<file path="src/rtl/dec_swc_stage.sv">
// RV32I decode stage: registers the fetched instruction and its one-hot decode.
// Define DEC_ZICSR_EN to decode MISC-MEM / SYSTEM (fence, ecall, csr*) flags.
module dec_swc_stage #(
  parameter logic [3:0] DEC_CYCLE = 4'd1
) (
  input  logic        hclk,
  input  logic        hrstn,
  input  logic [3:0]  cycle_cnt,
  input  logic        ifu_dec_stall,
  input  logic [31:0] inst_in,
  output logic [31:0] inst_out,
  output logic dec_lui, dec_auipc, dec_jal, dec_jalr,
  output logic dec_beq, dec_bne, dec_blt, dec_bge, dec_bltu, dec_bgeu,
  output logic dec_lb, dec_lh, dec_lw, dec_lbu, dec_lhu, dec_sb, dec_sh, dec_sw,
  output logic dec_addi, dec_slti, dec_sltiu, dec_xori, dec_ori, dec_andi,
  output logic dec_slli, dec_srli, dec_srai,
  output logic dec_add, dec_sub, dec_sll, dec_slt, dec_sltu,
  output logic dec_xor, dec_srl, dec_sra, dec_or, dec_and,
  output logic dec_fence, dec_fence_i, dec_ecall, dec_ebreak,
  output logic dec_csrrw, dec_csrrs, dec_csrrc, dec_csrrwi, dec_csrrsi, dec_csrrci,
  output logic dec_upper_en, dec_imm_en, dec_reg_en, dec_jump_en,
  output logic dec_branch_en, dec_load_en, dec_store_en,
  output logic [4:0]  dec_rs1,
  output logic [4:0]  dec_rs2,
  output logic [4:0]  dec_rd,
  output logic [11:0] dec_imm_type_i,
  output logic [11:0] dec_imm_type_s,
  output logic [12:0] dec_imm_type_b,
  output logic [19:0] dec_imm_type_u,
  output logic [20:0] dec_imm_type_j
);

  typedef struct packed {
    logic lui, auipc, jal, jalr;
    logic beq, bne, blt, bge, bltu, bgeu;
    logic lb, lh, lw, lbu, lhu, sb, sh, sw;
    logic addi, slti, sltiu, xori, ori, andi, slli, srli, srai;
    logic add, sub, sll, slt, sltu, xor_f, srl, sra, or_f, and_f;
    logic fence, fence_i, ecall, ebreak;
    logic csrrw, csrrs, csrrc, csrrwi, csrrsi, csrrci;
  } dec_flags_t;

  dec_flags_t  flags_c, flags_d, flags_q;
  logic [31:0] inst_d, inst_q;
  logic [6:0]  opcode, funct7;
  logic [2:0]  funct3;

  assign opcode = inst_in[6:0];
  assign funct3 = inst_in[14:12];
  assign funct7 = inst_in[31:25];

  // Combinational decode of the incoming instruction; anything unmatched stays all-zero.
  always_comb begin
    flags_c = '0;
    case (opcode)
      7'b0110111: flags_c.lui   = 1'b1;
      7'b0010111: flags_c.auipc = 1'b1;
      7'b1101111: flags_c.jal   = 1'b1;
      7'b1100111: flags_c.jalr  = (funct3 == 3'b000);
      7'b1100011: begin
        case (funct3)
          3'b000: flags_c.beq  = 1'b1;
          3'b001: flags_c.bne  = 1'b1;
          3'b100: flags_c.blt  = 1'b1;
          3'b101: flags_c.bge  = 1'b1;
          3'b110: flags_c.bltu = 1'b1;
          3'b111: flags_c.bgeu = 1'b1;
          default: ;
        endcase
      end
      7'b0000011: begin
        case (funct3)
          3'b000: flags_c.lb  = 1'b1;
          3'b001: flags_c.lh  = 1'b1;
          3'b010: flags_c.lw  = 1'b1;
          3'b100: flags_c.lbu = 1'b1;
          3'b101: flags_c.lhu = 1'b1;
          default: ;
        endcase
      end
      7'b0100011: begin
        case (funct3)
          3'b000: flags_c.sb = 1'b1;
          3'b001: flags_c.sh = 1'b1;
          3'b010: flags_c.sw = 1'b1;
          default: ;
        endcase
      end
      7'b0010011: begin
        case (funct3)
          3'b000: flags_c.addi  = 1'b1;
          3'b010: flags_c.slti  = 1'b1;
          3'b011: flags_c.sltiu = 1'b1;
          3'b100: flags_c.xori  = 1'b1;
          3'b110: flags_c.ori   = 1'b1;
          3'b111: flags_c.andi  = 1'b1;
          3'b001: flags_c.slli  = (funct7 == 7'b0000000);
          3'b101: begin
            flags_c.srli = (funct7 == 7'b0000000);
            flags_c.srai = (funct7 == 7'b0100000);
          end
          default: ;
        endcase
      end
      7'b0110011: begin
        if (funct7 == 7'b0000000) begin
          case (funct3)
            3'b000: flags_c.add   = 1'b1;
            3'b001: flags_c.sll   = 1'b1;
            3'b010: flags_c.slt   = 1'b1;
            3'b011: flags_c.sltu  = 1'b1;
            3'b100: flags_c.xor_f = 1'b1;
            3'b101: flags_c.srl   = 1'b1;
            3'b110: flags_c.or_f  = 1'b1;
            default: flags_c.and_f = 1'b1;
          endcase
        end else if (funct7 == 7'b0100000) begin
          flags_c.sub = (funct3 == 3'b000);
          flags_c.sra = (funct3 == 3'b101);
        end
      end
`ifdef DEC_ZICSR_EN
      7'b0001111: begin
        flags_c.fence   = (funct3 == 3'b000);
        flags_c.fence_i = (funct3 == 3'b001);
      end
      7'b1110011: begin
        case (funct3)
          3'b000: begin
            flags_c.ecall  = (inst_in[31:20] == 12'd0);
            flags_c.ebreak = (inst_in[31:20] == 12'd1);
          end
          3'b001: flags_c.csrrw  = 1'b1;
          3'b010: flags_c.csrrs  = 1'b1;
          3'b011: flags_c.csrrc  = 1'b1;
          3'b101: flags_c.csrrwi = 1'b1;
          3'b110: flags_c.csrrsi = 1'b1;
          3'b111: flags_c.csrrci = 1'b1;
          default: ;
        endcase
      end
`endif
      default: ;
    endcase
  end

  // Stall overrides the capture slot.
  always_comb begin
    inst_d  = inst_q;
    flags_d = flags_q;
    if ((cycle_cnt == DEC_CYCLE) && !ifu_dec_stall) begin
      inst_d  = inst_in;
      flags_d = flags_c;
    end
  end

  always_ff @(posedge hclk or negedge hrstn) begin
    if (!hrstn) begin
      inst_q  <= '0;
      flags_q <= '0;
    end else begin
      inst_q  <= inst_d;
      flags_q <= flags_d;
    end
  end

  assign inst_out = inst_q;
  assign {dec_lui, dec_auipc, dec_jal, dec_jalr,
          dec_beq, dec_bne, dec_blt, dec_bge, dec_bltu, dec_bgeu,
          dec_lb, dec_lh, dec_lw, dec_lbu, dec_lhu, dec_sb, dec_sh, dec_sw,
          dec_addi, dec_slti, dec_sltiu, dec_xori, dec_ori, dec_andi,
          dec_slli, dec_srli, dec_srai,
          dec_add, dec_sub, dec_sll, dec_slt, dec_sltu,
          dec_xor, dec_srl, dec_sra, dec_or, dec_and,
          dec_fence, dec_fence_i, dec_ecall, dec_ebreak,
          dec_csrrw, dec_csrrs, dec_csrrc, dec_csrrwi, dec_csrrsi, dec_csrrci} = flags_q;

  assign dec_upper_en  = flags_q.lui | flags_q.auipc;
  assign dec_imm_en    = flags_q.addi | flags_q.slti | flags_q.sltiu | flags_q.xori |
                         flags_q.ori | flags_q.andi | flags_q.slli | flags_q.srli | flags_q.srai;
  assign dec_reg_en    = flags_q.add | flags_q.sub | flags_q.sll | flags_q.slt | flags_q.sltu |
                         flags_q.xor_f | flags_q.srl | flags_q.sra | flags_q.or_f | flags_q.and_f;
  assign dec_jump_en   = flags_q.jal | flags_q.jalr;
  assign dec_branch_en = flags_q.beq | flags_q.bne | flags_q.blt | flags_q.bge |
                         flags_q.bltu | flags_q.bgeu;
  assign dec_load_en   = flags_q.lb | flags_q.lh | flags_q.lw | flags_q.lbu | flags_q.lhu;
  assign dec_store_en  = flags_q.sb | flags_q.sh | flags_q.sw;

  // Raw fields straight from the held instruction; execute does sign extension.
  assign dec_rs1        = inst_q[19:15];
  assign dec_rs2        = inst_q[24:20];
  assign dec_rd         = inst_q[11:7];
  assign dec_imm_type_i = inst_q[31:20];
  assign dec_imm_type_s = {inst_q[31:25], inst_q[11:7]};
  assign dec_imm_type_b = {inst_q[31], inst_q[7], inst_q[30:25], inst_q[11:8], 1'b0};
  assign dec_imm_type_u = inst_q[31:12];
  assign dec_imm_type_j = {inst_q[31], inst_q[19:12], inst_q[20], inst_q[30:21], 1'b0};

endmodule

</file>
<file path="config.mk">
export PLATFORM = sky130hd
export DESIGN_NAME = dec_swc_stage
export DESIGN_NICKNAME = d
export VERILOG_FILES = /design/src/rtl/dec_swc_stage.sv
export SDC_FILE = /design/constraint.sdc
export NUM_CORES = 1
export LEC_CHECK = 0
export ABC_CLOCK_PERIOD_IN_PS = 1000
export BUFFER_PORTS_ARGS = -buffer_cell sky130_fd_sc_hd__buf_2
export CORE_MARGIN = 3
export CORE_UTILIZATION = 31
export CTS_BUF_LIST = sky130_fd_sc_hd__clkbuf_2
export DETAILED_ROUTE_END_ITERATION = 8
export GPL_ROUTABILITY_DRIVEN = 0
export PLACE_DENSITY = 0.65
export SYNTH_ARGS = -nofsm -noshare
export SYNTH_HDL_FRONTEND = slang
export SYNTH_SLANG_ARGS = --single-unit
</file>
<file path="constraint.sdc">
create_clock -name hclk -period 1 [get_ports hclk]
set_clock_uncertainty 0.05 [all_clocks]
set_input_delay 0.05 -clock hclk [delete_from_list [all_inputs] [get_ports hclk]]
set_output_delay 0.05 -clock hclk [all_outputs]
set_load 0.05 [all_outputs]
</file>
# [After elaboration in Yosys (flattened, before gate mapping)]
# Cells that the tools add are included.
[word_totals] ramBits=0 mem_bits_ro=0 latchBits=0 input_bits=39 wordCells=118 reg_bits=69 memories=0
[op_classes] n_shift=0 bitwise=30 n_reduce_logical=5 n_mux=27 multipliers=0 order_cmp=0 addsub=0 eq_ne=18 div_mod_pow=0
[op_table] operator="$or A1 B1 Y1" n=30
[op_table] operator="$eq A7 B6 Y1 const B" n=4
[op_table] operator="$eq A7 B7 Y1 const B" n=3
[op_table] operator="$mux W1" n=19
[op_table] operator="$eq A7 B5 Y1 const B" n=2
[op_table] operator="$eq A3 B3 Y1 const B" n=4
[op_table] operator="$mux W10" n=1
[op_table] operator="$mux W5" n=2
[op_table] operator="$mux W9" n=1
[op_table] operator="$eq A7 B2 Y1 const B" n=1
[op_table] operator="$logic_not A7 Y1" n=1
[op_table] operator="$reduce_or A7 Y1" n=1
[op_table] operator="$eq A3 B2 Y1 const B" n=2
[op_table] operator="$mux W6" n=1
[op_table] operator="$eq A4 B1 Y1 const B" n=1
[op_table] operator="$mux W2" n=2
[op_table] operator="$eq A3 B1 Y1 const B" n=1
[op_table] operator="$logic_not A3 Y1" n=1
[op_table] operator="$mux W3" n=1
[op_table] operator="$logic_and A1 B1 Y1" n=1
[op_table] operator="$logic_not A1 Y1" n=1

# [Longest topological paths before layout]
# Gate-level depths: netlist of the first run.
[depth] word_depth=9 depth_mapped=5

# [Worst setup path after synthesis of the first run]
# Ideal clock, no wire load.
[synth_path] kind="register -> output" from="register flags_q (netlist bit dec_xori)" to="output port dec_imm_en" arrival_ps=1311 path_stages_with_launch=3 path_buffers=0 t_required_ps=900 setup_slack_ps=-411 path_cell_list="dfrtp_1 nor4_1 nand3_1"
[synth_between] elab_chain_cells=6
[synth_rtl] item="start: declaration" line_no="43" text="dec_flags_t flags_c, flags_d, flags_q;"
[synth_rtl] item="start signal: assignment" line_no="163" text="flags_q <= flags_d;"
[synth_rtl] item="$or A1 B1 Y1 (2 in series)" line_no="179" text="assign dec_imm_en = flags_q.addi | flags_q.slti | flags_q.sltiu | flags_q.xori |"
[synth_rtl] item="$or A1 B1 Y1 (4 in series)" line_no="180" text="flags_q.ori | flags_q.andi | flags_q.slli | flags_q.srli | flags_q.srai;"
[synth_rtl] item="end: declaration" line_no="21" text="output logic dec_upper_en, dec_imm_en, dec_reg_en, dec_jump_en,"
# No other way between the ends.

# [Worst setup path after layout of the first run]
[layout_path] from="register flags_q (netlist bit dec_add)" to="output port dec_reg_en"
[layout_between] elab_chain_cells=9
[layout_rtl] item="$or A1 B1 Y1 (5 in series)" line_no="181" text="assign dec_reg_en = flags_q.add | flags_q.sub | flags_q.sll | flags_q.slt | flags_q.sltu |"
[layout_rtl] item="$or A1 B1 Y1 (4 in series)" line_no="182" text="flags_q.xor_f | flags_q.srl | flags_q.sra | flags_q.or_f | flags_q.and_f;"
[layout_rtl] item="end: declaration" line_no="21"
# No other way between the ends.

==> run metrics, run 1 <==
status=complete, but fails checks; failing checks=hold timing, setup timing; largest net degree at the start of global routing=27; hold slack=-0.154 ns; Critical Path, Cell by Cell=nor4_4 -> nand3_2 -> buf_8; final setup TNS=-64.39 ns; Diodes inserted=0; post-route cell area=0.00745 mm²; post-detail-place hpwl=8.41 mm; placed insts=647; clk slew on worst S/H paths=0.26 ns; Die Area=0.0135 mm²; top cells by count, synth=103 x buf_4, 69 x dfrtp_1, 22 x mux2_2, 21 x o21ai_0, 19 x o31ai_1; Final min period=1.72 ns; xor-xnor portion of the synthesized cell area=0; routed wire length per instance=18.6 µm; CTS tree=done; Routed met2 length=7.55 mm; post-synthesis to final-layout area growth=98.6%; Post-Synthesis Cells=329; CTS Buf Count=9; Critical Path AT=1.62 ns; drt total wl=13.5 mm; Die H=116 µm; post-route ant nets=0; Critical Path Start=dec_add; initial antenna violation count=0; Post-synth ARST share=1.00; largest family of logic cells by synthesized area=buffers and inverters; Max-Cap Viols=0; crit path kind=reg -> out; starting density of the core=0.323; Post-synth EDFFs=0; VDD IR-drop max=1200 µV; WP data required=0.90 ns; crit-path leading delay family=flip-flops; Critical R2R Launch=inst_out[24]; iteration count of the initial detailed-routing pass=4; post-synthesis compound-gate area fraction=0.108; DRC=0; DR vias/cell=4.72; met3 WL=923 µm; filler instances=829; fin cells=724; nets=615; first-pass GRT wire length=19.3 mm; clk root buf=clkbuf_2; Critical Path Start Type=flop; Post-Synth Adder-Cell Area=0; Critical Path Max Stage Delay=0.49 ns; # IOs=218; R2R depth=2; slowest cell on the critical path=dfrtp_2; Final WS setup=-0.719 ns; Synth Warn #=0; Slew Viols, Final=0; synth top area cells=dfrtp_1 46%, buf_4 21%, mux2_2 6.6%, mux2_4 4.0%, o31ai_1 3.8%; GRT Resource Usage Total=0.187; Setup crit end kind=output pin; Worst Hold Class=in -> async; H-tree levels=3; Yosys cell types=37; Area after DPL=0.00499 mm²; RSZ-0062 raised after global routing=yes; Synth Area in Simple Gates=0.101; Worst-Skew Late Latency=0.55 ns; # setup viols final=213; Syn Area/Cell=11.4 µm²; largest area contributor in the synthesized netlist=dfrtp_1; WP buf/inv=1; area of the core=0.0116 mm²; synthesized flop and latch total=69; # clock sinks=69; sequential cell area fraction in the yosys report=0.460; # port buffers=205; via count=3,420; die outline width=116 µm; remaining global-route overflow=0; period utilization=1.72; wl on met1=4.74 mm; pwr/cell area=1960 mW/mm²; num rows=39; uppermost routed layer=met4; Peak Freq=582 MHz; max reg flops=32; P_leak=3.44 nW; Mapped Area=0.00375 mm²; Worst path depth=3; Place WS=-0.555 ns; vias in the first global route=3,581; Iteration-0 DRC Markers=150; Hold Vio Cnt, Final=24; dominant cell by count in the synthesized netlist=buf_4; Bufs on Longest Clock Path=2; post-synth top area share=0.460; Primary FF master, synth=dfrtp_1; layout cells sized above 1=0.775; mux cell area share after synthesis=0.106; crit-path max FO=2
[kinds of logic after synthesis]
family	after synthesis
mux	32
buf+inv	114
other cells	1
flops	69
simple gates	55
compound gates	58
[metrics by stage]
step / total power, mW / utilization / hold WS [ns]
global placement: 9.79 / 0.430 / -0.0740
floorplan: 9.55 / - / -0.296
global route: 15.1 / 0.642 / -0.183
finish: 14.6 / 0.642 / -0.154
detailed placement: 9.84 / 0.430 / -0.0726
CTS: 14.0 / 0.598 / -0.172
[cells in the final DEF (no fill, tap or decap), types with 3 or more instances in the layout]
cell type        n
dlygate4sd3_1   35
buf_12          11
conb_1          12
or2_4            3
o21ai_2          4
bufinv_16        3
buf_8           86
nor4_4           3
o2bb2ai_2       14
nand2_1          5
nand3b_1         6
mux2_4          11
clkbuf_2         9
nor2_1           5
buf_2           37
buf_4           49
dfrtp_2         47
o31ai_1         11
buf_6          119
mux2_2          21
o21ai_0         16
dfrtp_1         22
o31ai_2          7
nand4_1          3
[worst register-to-register path, cell delays in order, from the launching register on]
cell     delay (ns)
dfrtp_2        0.55
buf_6          0.15
mux2_4         0.26
[timing repair]
action | in CTS | in global routing
gates resized for setup | 412 | 114
pin swaps | 7 | 12
endpoints found under the setup margin | 167 | 214
hold endpoints to repair | 132 | 67
hold buffers | 35 | 15
setup buffers | 15 | 18
[path summary, 6_finish.rpt]
check                               endpoint  slack (ns)
worst max-delay path              dec_reg_en       -0.72
worst min-delay path                 dec_sll       -0.15
worst max register to register  inst_out[24]       -0.10
worst min register to register   inst_out[3]        0.52
max in group asynchronous        inst_out[9]        0.51
min in group hclk                   dec_slli       -0.05
[routing by layer]
layer  up-vias  track usage
met4         0       0.0588
met2       153        0.351
met5         -            0
met1      1689        0.197
met3        19       0.0595
li1       1559            -
[area by class of cell]
type / instances / area [µm²] / area share
tap: 143 / 179 / 0.0240
multi-input combinational: 157 / 1550 / 0.208
clock buffer: 9 / 45.0 / 0.00604
sequential: 69 / 1790 / 0.240
timing repair buffer: 338 / 3770 / 0.506
clock inverter: 7 / 121 / 0.0163
inverter: 1 / 3.75 / 0.000504
[power by group]
group | switching [mW] | leakage [nW] | internal (mW)
sequential | 0.742 | 0.844 | 3.14
clock | 1.12 | 0.0965 | 1.09
combinational | 5.25 | 2.50 | 3.26
Note: power is estimated with default switching activity, not from simulation.
==> run 2: changes to the inputs <==
CTS_BUF_LIST = not set   (was sky130_fd_sc_hd__clkbuf_2)
==> run metrics, run 2 (synthesis gave the netlist of run 1 again) <==
status=complete, but fails checks; failing checks=setup timing; Max-Cap Viols=0 (unchanged); post-route ant nets=0 (unchanged); Final min period=1.52 ns (-0.196 ns); clk root buf=clkbuf_16; vias in the first global route=3,626 (+1.3%); Area after DPL=0.00499 mm² (unchanged); fin cells=733 (+1.2%); Slew Viols, Final=0 (unchanged); largest net degree at the start of global routing=23 (-15%); # port buffers=205 (unchanged); WP data required=0.90 ns (about the same); Critical R2R Launch=inst_out[20]; Critical Path Start=dec_srl; VDD IR-drop max=1380 µV (+15%); post-detail-place hpwl=8.41 mm (unchanged); Bufs on Longest Clock Path=2 (unchanged); Die Area=0.0135 mm² (unchanged); Peak Freq=657 MHz (+13%); die outline width=116 µm (unchanged); Switch Pwr=7.36 mW (+3.4%); # clock sinks=69 (unchanged); post-route cell area=0.00823 mm² (+10%); placed insts=647 (unchanged); Critical Path Start Type=flop; filler instances=706 (-15%); period utilization=1.52 (-0.196); Worst-Skew Late Latency=0.34 ns (-0.21 ns); final core utilization=0.709 (+0.0670); Net Sw Frac=0.454 (-0.0332); DRC=0 (unchanged); hold_sp=inst_in[1]; # setup viols final=229 (+7.5%); remaining global-route overflow=0 (unchanged); routed wire length per instance=20.9 µm (+12%); CTS tree=done; drt total wl=15.3 mm (+14%); starting density of the core=0.323 (unchanged); layout cells sized above 1=0.847 (+0.0729); first-pass GRT wire length=20.5 mm (+6.2%); nets=624 (+1.5%); P_leak=3.73 nW (+8.4%); Setup crit end kind=output pin; commonest non-fill, non-tap cell in the layout=buf_6; area of the core=0.0116 mm² (unchanged); CTS Buf Count=9 (unchanged); initial antenna violation count=0 (unchanged); DR vias/cell=4.79 (+1.3%); final setup TNS=-31.56 ns (+32.83 ns); Diodes inserted=0 (unchanged); H-tree levels=3 (unchanged); Comb power frac=0.529 (-0.054); total power=16.2 mW (+11%); clk slew on worst S/H paths=0.06 ns (-0.20 ns); crit path kind=reg -> out; Iteration-0 DRC Markers=124 (-17%); Final WS setup=-0.523 ns (+0.196 ns); power share of the sequential group=0.239 (-0.027); internal power=8.85 mW (+18%); max reg flops=32 (unchanged); most frequent cells in the layout=123 x buf_6, 93 x buf_8, 56 x buf_4; setup slack, reg-to-reg=-0.09 ns (about the same); Critical Path AT=1.42 ns (-0.20 ns); Die H=116 µm (unchanged); crit-path max FO=2 (unchanged); iteration count of the initial detailed-routing pass=6 (+2); GRT Resource Usage Total=0.202 (+0.0149); RSZ-0062 raised after global routing=yes; num rows=39 (unchanged); via count=3,508 (+2.6%); Clock power frac=0.232 (+0.080); Hold Vio Cnt, Final=0 (-100%); post-synthesis to final-layout area growth=119%; pwr/cell area=1970 mW/mm² (+0.50%); # IOs=218 (unchanged); Worst Hold Class=in -> reg
run 2: cell count changes in the layout (fill, tap and decap cells not counted), moves of 9 or more:
cell           change
clkbuf_16         +10
clkbuf_2           -9
dlygate4sd3_1     -10
o21ai_0           -15
o31ai_1           -11
o31ai_4           +10
run 2: metrics by stage:
| stage | hold slack (ns) | setup slack [ns] |
|---|---|---|
| final | 0.0126 | -0.523 |
| after floorplan | -0.296 | -0.387 |
| after detailed placement | -0.0726 | -0.555 |
| after global placement | -0.0740 | -0.513 |
| after CTS | 0.00454 | -0.452 |
| after global routing | 0.0173 | -0.545 |
run 2: path summary, 6_finish.rpt:
kind / to / depth (start not counted)
worst max-delay path: dec_reg_en / 3
max in group asynchronous: inst_out[9] / 3
min in group asynchronous: dec_sll / 2
worst max register to register: inst_out[20] / 2
worst min-delay path: inst_out[1] / 3
worst min register to register: inst_out[3] / 1
run 2: area by class of cell:
| cell class | instances | area, µm² | area share |
|---|---|---|---|
| Sequential cell | 69 | 1790 | 0.217 |
| Clock inverter | 7 | 121 | 0.0147 |
| Clock buffer | 9 | 225 | 0.0274 |
| Tap cell | 143 | 179 | 0.0217 |
| Inverter | 1 | 3.75 | 0.000456 |
| Multi-Input combinational cell | 157 | 1940 | 0.235 |
| Timing Repair Buffer | 347 | 3980 | 0.483 |
run 2: power by group through the flow:
stage / registers (mW) / clock network (mW) / logic [mW]
detailed placement: 3.50 / 0 / 6.34
global placement: 3.47 / 0 / 6.33
floorplan: 4.57 / 0 / 4.98
CTS: 3.74 / 3.82 / 8.03
global route: 3.93 / 3.94 / 8.81
finish: 3.87 / 3.76 / 8.58
run 2: per-layer routing:
metal	vias up	wire length [µm]	global-route usage
li1	1579	-	-
met1	1755	5340	0.218
met2	147	8630	0.379
met3	27	935	0.0574
met4	0	407	0.0619
met5	-	0	0
run 2: repair_timing:
| item | CTS | global route |
|---|---|---|
| endpoints found under the hold margin | 93 | 0 |
| resized for setup | 472 | 152 |
| hold buffers | 25 | 0 |
| endpoints found under the setup margin | 231 | 236 |
| gates cloned | 4 | 2 |
| pin swaps | 36 | 12 |
| buffers inserted | 20 | 29 |
run 2: worst max-delay path: stages (launching register included):
cell and delay [ns]:
dfrtp_2 0.42, nor4_4 0.35, nand3_2 0.13, buf_6 0.18
==> run 3: changes to the inputs <==
CORE_ASPECT_RATIO = 1.2   (was not set)
==> run metrics, run 3 (synthesis gave the netlist of run 1 again) <==
hold_sp=inst_in[13]; Diodes inserted=0 (unchanged); Worst path depth=3 (unchanged); Setup crit end kind=output pin; r2r endpoint=inst_out[24]; Hold Vio Cnt, Final=0 (unchanged); routed wire length per instance=19.2 µm (-7.9%); setup slack, reg-to-reg=-0.06 ns (+0.03 ns); Place WS=-0.548 ns (+0.00690 ns); CTS Buf Count=9 (unchanged); DRC=0 (unchanged); P_leak=3.67 nW (-1.5%); area of the core=0.0117 mm² (+0.53%); most frequent cells in the layout=131 x buf_6, 76 x buf_8, 64 x buf_4; starting density of the core=0.321 (-0.00170); clk root buf=clkbuf_16; Iteration-0 DRC Markers=104 (-16%); RSZ-0062 raised after global routing=yes; via count=3,548 (+1.1%); failing checks=setup timing; hold slack=0.0333 ns (+0.0207 ns); Critical Path Max Stage Delay=0.44 ns (+0.02 ns); layout cells sized above 1=0.832 (-0.0150); WP data required=0.90 ns (about the same); post-detail-place hpwl=8.43 mm (+0.17%); Worst Hold Class=in -> reg; R2R depth=2 (unchanged); Worst-Skew Late Latency=0.33 ns (about the same); Max-Cap Viols=0 (unchanged); post-route ant nets=0 (unchanged); iteration count of the initial detailed-routing pass=4 (-2); remaining global-route overflow=0 (unchanged); GRT Resource Usage Total=0.200 (-0.00192); # IOs=218 (unchanged); crit path kind=reg -> out; # setup viols final=228 (-0.44%); first-pass GRT wire length=21.0 mm (+2.3%); period utilization=1.43 (-0.0957); Bufs on Longest Clock Path=2 (unchanged); crit path to=dec_reg_en; Critical Path Start Type=flop; Critical Path AT=1.33 ns (-0.09 ns); post-route cell area=0.00803 mm² (-2.4%); Final WS setup=-0.427 ns (+0.0957 ns); die outline width=106 µm (-8.3%); Critical Path, Cell by Cell=nor4_4 -> nand3_2 -> buf_6; pwr/cell area=1930 mW/mm² (-2.2%); Peak Freq=701 MHz (+6.7%); Slew Viols, Final=0 (unchanged); status=complete, but fails checks; post-synthesis to final-layout area growth=114%; initial antenna violation count=0 (unchanged); DR vias/cell=4.71 (-1.7%); filler instances=750 (+6.2%); largest net degree at the start of global routing=25 (+8.7%); Die Area=0.0135 mm² (about the same); hold depth=2 (-1); WP buf/inv=1 (unchanged); VDD IR-drop max=1220 µV (-12%); num rows=43 (+10%); drt total wl=14.5 mm (-5.3%); H-tree levels=3 (unchanged); Area after DPL=0.00501 mm² (+0.35%); nets=631 (+1.1%); commonest non-fill, non-tap cell in the layout=buf_6; max reg flops=32 (unchanged); Critical R2R Launch=inst_out[24]; Critical Path Start=dec_xor; vias in the first global route=3,695 (+1.9%); Die H=127 µm (+9.1%); slowest cell on the critical path=dfrtp_2; # clock sinks=69 (unchanged); CTS tree=done; Final min period=1.43 ns (-0.0957 ns); clk slew on worst S/H paths=0.07 ns (about the same); crit-path max FO=2 (unchanged); crit-path leading delay family=flip-flops; # port buffers=205 (unchanged); final setup TNS=-26.03 ns (+5.53 ns)
==> run 3: cell type report <==
type | count | area (µm²) | area share
Sequential cell | 69 | 1790 | 0.222
Tap cell | 157 | 196 | 0.0245
Multi-Input combinational cell | 157 | 1770 | 0.221
Timing Repair Buffer | 354 | 3980 | 0.495
Clock buffer | 9 | 225 | 0.0280
Inverter | 1 | 3.75 | 0.000467
Clock inverter | 7 | 66.3 | 0.00826
==> run 3: metal layers <==
layer / share of wire / track usage / wire length (µm)
met1: 0.36 / 0.212 / 5250
met3: 0.066 / 0.0606 / 952
met2: 0.55 / 0.369 / 7920
met4: 0.026 / 0.0737 / 382
met5: 0 / 0 / 0
==> run 3: timing repair <==
item,CTS,global route
hold endpoints to repair,97,0
resized for setup,489,105
gates cloned,4,2
buffers inserted,25,37
setup endpoints to repair,236,235
pin swaps,23,19
hold buffers,28,0
==> run 3: through the flow <==
step	util	total power, mW	instances
after floorplan	-	9.55	340
after global routing	0.688	15.9	754
after global placement	0.429	9.79	661
after detailed placement	0.429	9.83	661
final	0.688	15.5	754
after CTS	0.636	15.0	729
==> run 3: how the worst min path moves through the flow <==
| stage | to | slack, ns |
|---|---|---|
| after detailed placement | inst_out[25] | -0.17 |
| final | inst_out[13] | 0.03 |
| after floorplan | dec_add | -0.30 |
| after CTS | inst_out[13] | 0.007 |
| after global placement | inst_out[25] | -0.17 |
| after global routing | inst_out[13] | 0.04 |
==> run 3: where the power goes <==
part	total, mW	switching (mW)	internal, mW
clock	3.15	1.23	1.92
sequential	3.86	0.715	3.14
combinational	8.47	5.29	3.18
total	15.5	7.24	8.24
==> run 3: worst reg2reg max path, cell delays in order (launching register included) <==
cell and delay [ns]:
dfrtp_2 0.47, buf_4 0.16, mux2_4 0.26
